[src/rtl/mem_bus_pkg.sv]
// rtl/mem_bus_pkg.sv - shared types and encodings for the memory bus arbiter
// Purpose: FSM state encoding, mem_seg tag values, requester indices and
//          the small helpers that decode the CPU segment lines.
package mem_bus_pkg;

  typedef enum logic [1:0] {
    ST_IDLE   = 2'd0,
    ST_ACCESS = 2'd1,
    ST_DONE   = 2'd2
  } state_t;

  localparam logic [1:0] SEG_CODE  = 2'd0;
  localparam logic [1:0] SEG_DATA  = 2'd1;
  localparam logic [1:0] SEG_STACK = 2'd2;
  localparam logic [1:0] SEG_DMA   = 2'd3;

  // Bit positions inside the arbiter req/grant vectors.
  localparam int REQ_CPU = 0;
  localparam int REQ_DMA = 1;

  // Segment lines packed as {stack, data, code}.
  function automatic logic seg_onehot(input logic [2:0] segs);
    return (segs == 3'b001) || (segs == 3'b010) || (segs == 3'b100);
  endfunction

  function automatic logic [1:0] seg_encode(input logic [2:0] segs);
    logic [1:0] tag;
    case (segs)
      3'b010:  tag = SEG_DATA;
      3'b100:  tag = SEG_STACK;
      default: tag = SEG_CODE;
    endcase
    return tag;
  endfunction

endpackage

[src/rtl/rr_arb2.sv]
// rtl/rr_arb2.sv - two-input round-robin arbiter for the memory bus
// Purpose: grants one of two level-held requesters; on contention the one
//          that did not win last time is granted.
// Ports:
//   i_clk     clock
//   i_rst     synchronous active-high reset (last grant -> DMA)
//   i_req     request vector, bit REQ_CPU / REQ_DMA
//   i_update  record o_grant as the last grant at this edge
//   o_grant   one-hot grant, combinational from i_req and history
module rr_arb2
  import mem_bus_pkg::*;
(
  input  logic       i_clk,
  input  logic       i_rst,
  input  logic [1:0] i_req,
  input  logic       i_update,
  output logic [1:0] o_grant
);

  // 1 = DMA held the bus last; reset value makes the CPU win first contention.
  logic r_last_dma;

  always_comb begin
    o_grant          = 2'b00;
    o_grant[REQ_CPU] = i_req[REQ_CPU] && (!i_req[REQ_DMA] || r_last_dma);
    o_grant[REQ_DMA] = i_req[REQ_DMA] && (!i_req[REQ_CPU] || !r_last_dma);
  end

  always_ff @(posedge i_clk) begin
    if (i_rst) begin
      r_last_dma <= 1'b1;
    end else if (i_update) begin
      r_last_dma <= o_grant[REQ_DMA];
    end
  end

endmodule

[src/rtl/mem_bus_arbiter.sv]
// rtl/mem_bus_arbiter.sv - CPU/DMA arbiter and wait-state sequencer for the external bus
// Purpose: shares the 16-bit memory bus between the CPU and a DMA/debug
//          requester, holds strobes for WAIT_STATES+1 cycles, and returns a
//          one-cycle ready pulse (with read data) to the granted requester.
// Ports:
//   sys_clk, sys_rst                   clock, synchronous active-high reset
//   cpu_load/cpu_store/cpu_*_seg       CPU request and segment select
//   cpu_addr, cpu_wdata                CPU address and write data
//   cpu_ready, cpu_rdata               CPU completion pulse and read data
//   dma_req/dma_we/dma_addr/dma_wdata  second requester access
//   dma_ready, dma_rdata               DMA completion pulse and read data
//   mem_addr/mem_wdata/mem_rdata       external memory bus
//   mem_oe, mem_we, mem_seg            strobes and segment tag
//   bus_err                            malformed CPU request pulse
module mem_bus_arbiter
  import mem_bus_pkg::*;
#(
  parameter int ADDR_W      = 24,
  parameter int DATA_W      = 16,
  parameter int WAIT_STATES = 2
) (
  input  logic              sys_clk,
  input  logic              sys_rst,
  input  logic              cpu_load,
  input  logic              cpu_store,
  input  logic              cpu_code_seg,
  input  logic              cpu_data_seg,
  input  logic              cpu_stack_seg,
  input  logic [ADDR_W-1:0] cpu_addr,
  input  logic [DATA_W-1:0] cpu_wdata,
  output logic              cpu_ready,
  output logic [DATA_W-1:0] cpu_rdata,
  input  logic              dma_req,
  input  logic              dma_we,
  input  logic [ADDR_W-1:0] dma_addr,
  input  logic [DATA_W-1:0] dma_wdata,
  output logic              dma_ready,
  output logic [DATA_W-1:0] dma_rdata,
  output logic [ADDR_W-1:0] mem_addr,
  output logic [DATA_W-1:0] mem_wdata,
  input  logic [DATA_W-1:0] mem_rdata,
  output logic              mem_oe,
  output logic              mem_we,
  output logic [1:0]        mem_seg,
  output logic              bus_err
);

  state_t            r_state;
  state_t            w_next;
  logic [3:0]        r_cnt;
  logic [ADDR_W-1:0] r_addr;
  logic [DATA_W-1:0] r_wdata;
  logic [DATA_W-1:0] r_rdata;
  logic              r_we;
  logic              r_err;
  logic              r_owner_dma;
  logic [1:0]        r_seg;

  logic [2:0]        w_cpu_segs;
  logic              w_cpu_ok;
  logic [1:0]        w_grant;
  logic              w_start;
  logic              w_malformed;
  logic              w_access;
  logic              w_done;

  assign w_cpu_segs = {cpu_stack_seg, cpu_data_seg, cpu_code_seg};
  assign w_cpu_ok   = (cpu_load ^ cpu_store) && seg_onehot(w_cpu_segs);

  // History only advances on a real memory cycle, not on a malformed reject.
  rr_arb2 u_arb (
    .i_clk    (sys_clk),
    .i_rst    (sys_rst),
    .i_req    ({dma_req, cpu_load | cpu_store}),
    .i_update (w_start),
    .o_grant  (w_grant)
  );

  always_comb begin
    w_next      = r_state;
    w_start     = 1'b0;
    w_malformed = 1'b0;
    case (r_state)
      ST_IDLE: begin
        if (w_grant[REQ_CPU] && !w_cpu_ok) begin
          w_malformed = 1'b1;
          w_next      = ST_DONE;
        end else if (w_grant != 2'b00) begin
          w_start = 1'b1;
          w_next  = ST_ACCESS;
        end
      end
      ST_ACCESS: begin
        if (r_cnt == 4'd0) begin
          w_next = ST_DONE;
        end
      end
      ST_DONE: w_next = ST_IDLE;
      default: w_next = ST_IDLE;
    endcase
  end

  always_ff @(posedge sys_clk) begin
    if (sys_rst) begin
      r_state     <= ST_IDLE;
      r_cnt       <= 4'd0;
      r_addr      <= '0;
      r_wdata     <= '0;
      r_rdata     <= '0;
      r_we        <= 1'b0;
      r_err       <= 1'b0;
      r_owner_dma <= 1'b0;
      r_seg       <= SEG_CODE;
    end else begin
      r_state <= w_next;
      if (w_start || w_malformed) begin
        r_owner_dma <= w_grant[REQ_DMA];
        r_err       <= w_malformed;
        r_cnt       <= 4'(WAIT_STATES);
        r_rdata     <= '0;
        if (w_grant[REQ_DMA]) begin
          r_addr  <= dma_addr;
          r_wdata <= dma_wdata;
          r_we    <= dma_we;
          r_seg   <= SEG_DMA;
        end else begin
          r_addr  <= cpu_addr;
          r_wdata <= cpu_wdata;
          r_we    <= cpu_store;
          r_seg   <= seg_encode(w_cpu_segs);
        end
      end else if (r_state == ST_ACCESS) begin
        if (r_cnt == 4'd0) begin
          // Final strobe edge: read data is valid on the bus now.
          r_rdata <= r_we ? '0 : mem_rdata;
        end else begin
          r_cnt <= r_cnt - 4'd1;
        end
      end
    end
  end

  assign w_access  = (r_state == ST_ACCESS);
  assign w_done    = (r_state == ST_DONE);
  assign mem_oe    = w_access && !r_we;
  assign mem_we    = w_access && r_we;
  assign mem_addr  = r_addr;
  assign mem_wdata = r_wdata;
  assign mem_seg   = r_seg;
  assign cpu_ready = w_done && !r_owner_dma;
  assign dma_ready = w_done && r_owner_dma;
  assign cpu_rdata = cpu_ready ? r_rdata : '0;
  assign dma_rdata = dma_ready ? r_rdata : '0;
  assign bus_err   = w_done && r_err;

endmodule
[config.mk]
export PLATFORM = sky130hd
export DESIGN_NAME = mem_bus_arbiter
export DESIGN_NICKNAME = d
export VERILOG_FILES = /design/src/rtl/mem_bus_pkg.sv /design/src/rtl/rr_arb2.sv /design/src/rtl/mem_bus_arbiter.sv
export SDC_FILE = /design/constraint.sdc
export NUM_CORES = 1
export LEC_CHECK = 0
export ABC_AREA = 0
export CAP_MARGIN = 20
export CELL_PAD_IN_SITES_DETAIL_PLACEMENT = 1
export CELL_PAD_IN_SITES_GLOBAL_PLACEMENT = 2
export CORE_MARGIN = 2
export CORE_UTILIZATION = 22
export DETAILED_ROUTE_END_ITERATION = 16
export PLACE_DENSITY_LB_ADDON = 0.3
export SLEW_MARGIN = 20
export SYNTH_ARGS = -nofsm -noshare
export SYNTH_HDL_FRONTEND = slang
export SYNTH_SLANG_ARGS = --single-unit
[constraint.sdc]
create_clock -name sys_clk -period 3.7 [get_ports sys_clk]
set_input_delay 1.11 -clock sys_clk [delete_from_list [all_inputs] [get_ports sys_clk]]
set_output_delay 1.11 -clock sys_clk [all_outputs]
set_load 0.01 [all_outputs]
Word level (Yosys, flattened, before mapping)
Cells that the tools add are included.
Storage, ports and cells
  register bits: 68
  output and inout bits: 79
Cells by class
  add/sub/neg operators: 1
  equality and inequality tests: 8
  mux-type cells: 20
  bitwise gates (word level): 3
  reductions and logical operators: 29
Operators with widths (number)
  $mux W16: 4
  $mux W24: 1
  $mux W2: 7
  $logic_and A1 B1 Y1: 9
  $pmux W2 S2: 2
  $reduce_and A2 Y1: 4
  $logic_not A1 Y1: 6
  $mux W1: 6
  $logic_or A1 B1 Y1: 5
  $logic_not A4 Y1: 1
  $ne A2 B1 Y1 const B: 2
  $reduce_bool A2 Y1: 2
  $sub A4 B1 Y4 const B: 1
  $eq A3 B1 Y1 const B: 1
  $eq A3 B2 Y1 const B: 1
  $eq A3 B3 Y1 const B: 1
  $ne A3 B3 Y1 const B: 1
  $eq A2 B1 Y1 const B: 1
  $eq A2 B2 Y1 const B: 1
  $logic_not A2 Y1: 1
  $reduce_or A2 Y1: 1
  $not A1 Y1: 1
  $or A1 B1 Y1: 1
  $xor A1 B1 Y1: 1

Logic depth before layout (Yosys ltp)
  depth in word-level cells: 11
  mapped depth: 8

Hierarchy
Synthesis repeated with hierarchy kept, for this count alone.
Second synthesis, totals
  cells, all modules: 375
  area total of the unflattened synthesis: 3370.7 µm²
Modules (own cells, without submodules)
  mem_bus_arbiter: instances 1, cells an instance 369, area an instance 3316.9 µm², sequential area each 1341.3 µm²
  rr_arb2: instances 1, cells an instance 6, area an instance 53.8 µm², sequential area each 20.0 µm²

Worst setup path after synthesis
No wires, ideal clock.
  kind: register to output
  from: register r_state[1]
  to: output cpu_rdata[10]
  arrival: 1.231 ns
  setup slack: 1.359 ns
  cell stages (with the launch flop): 4
  buffers on the path: 1
  cells stage by stage: dfxtp_1 nor3b_1 buf_2 and2_1
On the way
  word-level cells in the longest chain between the ends: 3
Ends and longest elaborated chain
  from (decl): line mem_bus_arbiter.sv:48  | state_t r_state;
  from (signal assigned): line mem_bus_arbiter.sv:115  | r_state <= w_next;
  $eq A2 B2 Y1: line mem_bus_arbiter.sv:144  | assign w_done = (r_state == ST_DONE);
  $logic_and A1 B1 Y1: line mem_bus_arbiter.sv:150  | assign cpu_ready = w_done && !r_owner_dma;
  named net cpu_ready: line mem_bus_arbiter.sv:31  | output logic cpu_ready,
  $mux W16: line mem_bus_arbiter.sv:152  | assign cpu_rdata = cpu_ready ? r_rdata : '0;
  to (decl): line mem_bus_arbiter.sv:32  | output logic [DATA_W-1:0] cpu_rdata,
The timed path passes the listed nets, and every way through them passes these cells.

Worst setup path after layout
  from: register r_state[1]
  to: output dma_rdata[5]
On the way
  word-level cells in the longest chain between the ends: 3
Ends and longest elaborated chain
  $eq A2 B2 Y1: line mem_bus_arbiter.sv:144
  $logic_and A1 B1 Y1: line mem_bus_arbiter.sv:151  | assign dma_ready = w_done && r_owner_dma;
  $mux W16: line mem_bus_arbiter.sv:153  | assign dma_rdata = dma_ready ? r_rdata : '0;
  to (decl): line mem_bus_arbiter.sv:38  | output logic [DATA_W-1:0] dma_rdata,
No other way between the ends.

==> flow_summary_export.csv <==
group,metric,value,unit
sta,worst_pin_slew,0.762,ns
synthesis,synthSimpleGateAreaFrac,0.175,
setup_path,path_max_fanout,17,
clocking,cts.path.max_buffers,2,
final_layout,final_core_util,0.397,
routing,drc_errors,0,
routing,drt-initial-drc-count,72,
sta,setup_viol_count_final,0,
pwr,total_leakage_power,2.14,nW
clocking,clock-root-buffer,"clkbuf_16",
synthesis,ys_seq_area_frac,0.442,
synthesis,ys_ff_latch,68,
clocking,h-tree-depth,3,
routing,wl_per_cell,15.7,um
floorplanning,num_rows,43,
clocking,cts_buffers,9,
global_route,grt_pass1_wl,16100,um
clocking,clk_latency,0.33,ns
synthesis,synth_top_family_by_area,"compound AO/OA/AOI/OAI gates",
worst_hold_path,holdCritPathClass,"reg2reg",
floorplanning,fp.dieArea,15000,um^2
sta,maxSlewViolCount,0,
floorplanning,start_util,0.224,
final_layout,multi_input_area,1610,um^2
clocking,cts_tree,"done",
synthesis,yosysWarnings,0,
synthesis,syn_nets,415,
clocking,clk_pin_slew,0.05,ns
sta,setup-tns-final,0,ns
routing,drt_wl_total,10500,um
floorplanning,die_w,122,um
global_route,grt_max_degree,43,
placed_design,dpl.hpwl,7940,um
sta,finalClockSkew,0.00534,ns
floorplanning,core_area,13800,um^2
setup_path,crit_arrival,2.08,ns
setup_path,critical_path_class,"reg2out",
clocking,cts_hold_buf,0,
routing,dr.pass1.iters,4,
clocking,cts_resized,0,
sta,fmax,314,MHz
synthesis,netlist_area,3080,um^2
setup_path,start_kind,"register",
placed_design,place_congestion,0.667,
clocking,post_cts_buffers,0,
pwr,ir_drop,0.173,mV
final_layout,final.fill_count,1593,
final_layout,areaGrowthSynthToFinish,77.4,%
job,drv_cap,0,
global_route,antenna_found_initial,0,
global_route,track_usage,0.140,
routing,vias,2990,
synthesis,synthXorXnorAreaFrac,0.0114,
clocking,numClockSinks,68,
setup_path,critPathRequiredTime,2.59,ns
routing,vias_per_cell,4.46,
final_layout,diodes,0,
synthesis,muxShareOfSynthArea,0.133,
sta,min_period,3.19,ns
placed_design,port_buffers,183,
pwr,power.density,463,nW/um^2
sta,period_share,0.862,
final_layout,finalNetCount,593,
sta,relSlewSlack,0.492,
synthesis,synthCells,308,
synthesis,postSynthAreaPerCell,10.0,um^2
routing,postRouteAntennaNets,0,
synthesis,synth_compound_area_frac,0.185,
run_status,status,"completed",
global_route,grt_pass1_vias,3076,
final_layout,register_area,1360,um^2
setup_path,worst_setup_path_end_kind,"output port",
sta,grt_setup_unrepaired,"no",
floorplanning,ios,184,
floorplanning,die_h,122,um
final_layout,drive_above_1_share,0.0631,
synthesis,synth-adder-area-share,0.00812,
global_route,overflow,0,
synthesis,synth_cell_type_count,41,
sta,hold_violations,0,
[layout by cell type (no fill, tap or decap), types with 3 or more instances in the layout]
master,instances
a21oi_1,16
a311oi_1,3
and2_1,33
buf_4,4
clkbuf_16,9
clkbuf_8,3
clkdlybuf4s50_1,183
dfxtp_1,68
inv_1,6
mux2i_1,41
nand2_1,17
nand3b_1,16
nor2_1,8
o2bb2ai_1,41
[flip-flops by register name (all words and copies together) (netlist names)]
signal	count
r_err	1
mem_wdata	16
u_arb.r_last_dma	1
r_rdata	16
r_cnt	4
mem_addr	24
r_owner_dma	1
r_state	2
mem_seg	2
r_we	1
[kinds of logic after synthesis]
group / after synthesis
and+or+nand+nor: 91
xor gates and xnor gates: 4
DFF: 68
muxes: 41
AOI/OAI and AO/OA: 74
adders and majority gates: 2
buffers and inverters: 28
[where the power goes]
group | switching [mW] | total (mW) | internal [mW]
clock | 0.325 | 0.968 | 0.643
sequential | 0.0659 | 0.895 | 0.829
combinational | 0.299 | 0.669 | 0.370
total | 0.690 | 2.53 | 1.84
[synthesized netlist by cell type]
cell type | number | share of area
dfxtp_1 | 68 | 0.44
mux2i_1 | 41 | 0.13
o2bb2ai_1 | 41 | 0.12
and2_1 | 33 | 0.067
nand2_1 | 17 | 0.021
a21oi_1 | 16 | 0.026
nand3b_1 | 16 | 0.039
buf_2 | 12 | 0.019
nor2_1 | 9 | 0.011
clkbuf_1 | 7 | 0.0085
inv_1 | 6 | 0.0073
a311oi_1 | 3 | 0.0085
and3b_1 | 2 | 0.0057
buf_6 | 2 | 0.0073
ha_1 | 2 | 0.0081
nand2b_1 | 2 | 0.0041
nand3_1 | 2 | 0.0032
nor3_1 | 2 | 0.0032
o21ai_1 | 2 | 0.0032
or3b_2 | 2 | 0.0057
xnor2_1 | 2 | 0.0057
xor2_1 | 2 | 0.0057
a21boi_0 | 1 | 0.0024
a21o_1 | 1 | 0.0024
a21oi_2 | 1 | 0.0028
a221o_1 | 1 | 0.0032
a221oi_1 | 1 | 0.0028
a22o_1 | 1 | 0.0028
a22oi_1 | 1 | 0.0024
and3_1 | 1 | 0.0020
buf_4 | 1 | 0.0024
nor2_4 | 1 | 0.0037
nor2b_1 | 1 | 0.0020
nor3b_1 | 1 | 0.0024
o21a_1 | 1 | 0.0024
o21ai_0 | 1 | 0.0016
o21ai_2 | 1 | 0.0028
o22ai_1 | 1 | 0.0020
o31a_1 | 1 | 0.0028
or2_1 | 1 | 0.0020
or3b_4 | 1 | 0.0037
[routing by layer]
| layer | wire length [um] | up-vias | track usage |
|---|---|---|---|
| met5 | 0 | - | 0 |
| met4 | 198 | 0 | 0.0647 |
| met3 | 914 | 11 | 0.0548 |
| met2 | 5010 | 115 | 0.230 |
| met1 | 4420 | 1394 | 0.160 |
| li1 | - | 1470 | - |
[path summary, 6_finish.rpt]
path                      startpoint                 endpoint  slack [ns]  depth (start not counted)
max          r_state[1]$_SDFFE_PP0P_             dma_rdata[5]        0.51                          3
min          r_rdata[6]$_SDFFE_PP0P_  r_rdata[6]$_SDFFE_PP0P_        0.46                          2
max reg2reg    r_cnt[0]$_SDFFE_PP0P_  r_state[1]$_SDFFE_PP0P_        1.82                          6
min reg2reg  r_rdata[6]$_SDFFE_PP0P_  r_rdata[6]$_SDFFE_PP0P_        0.46                          2
[area by class of cell]
| cell class | count | area share |
|---|---|---|
| well taps | 180 | 0.0412 |
| repair buffers | 189 | 0.349 |
| clock inverters | 4 | 0.0128 |
| multi-input cells | 212 | 0.295 |
| flip-flops and latches | 68 | 0.249 |
| inverters | 6 | 0.00412 |
| clock buffers | 12 | 0.0487 |
[metrics by stage]
step | hold WS [ns] | cell area (um^2) | setup WS (ns) | total power, mW | cells
floorplan | 0.436 | 3080 | 1.36 | 1.20 | 308
global placement | 0.444 | 5100 | 0.481 | 1.56 | 654
detailed placement | 0.449 | 5100 | 0.380 | 1.58 | 654
CTS | 0.464 | 5440 | 0.408 | 2.57 | 670
global route | 0.480 | 5470 | 0.293 | 2.67 | 671
finish | 0.461 | 5470 | 0.510 | 2.53 | 671
[worst max-delay path, cell delays in order, from the launching register on]
cell             delay (ns)
dfxtp_1                0.45
and3b_1                0.53
and2_1                 0.20
clkdlybuf4s50_1        0.56
No activity file was read; power rests on OpenSTA's default activity.
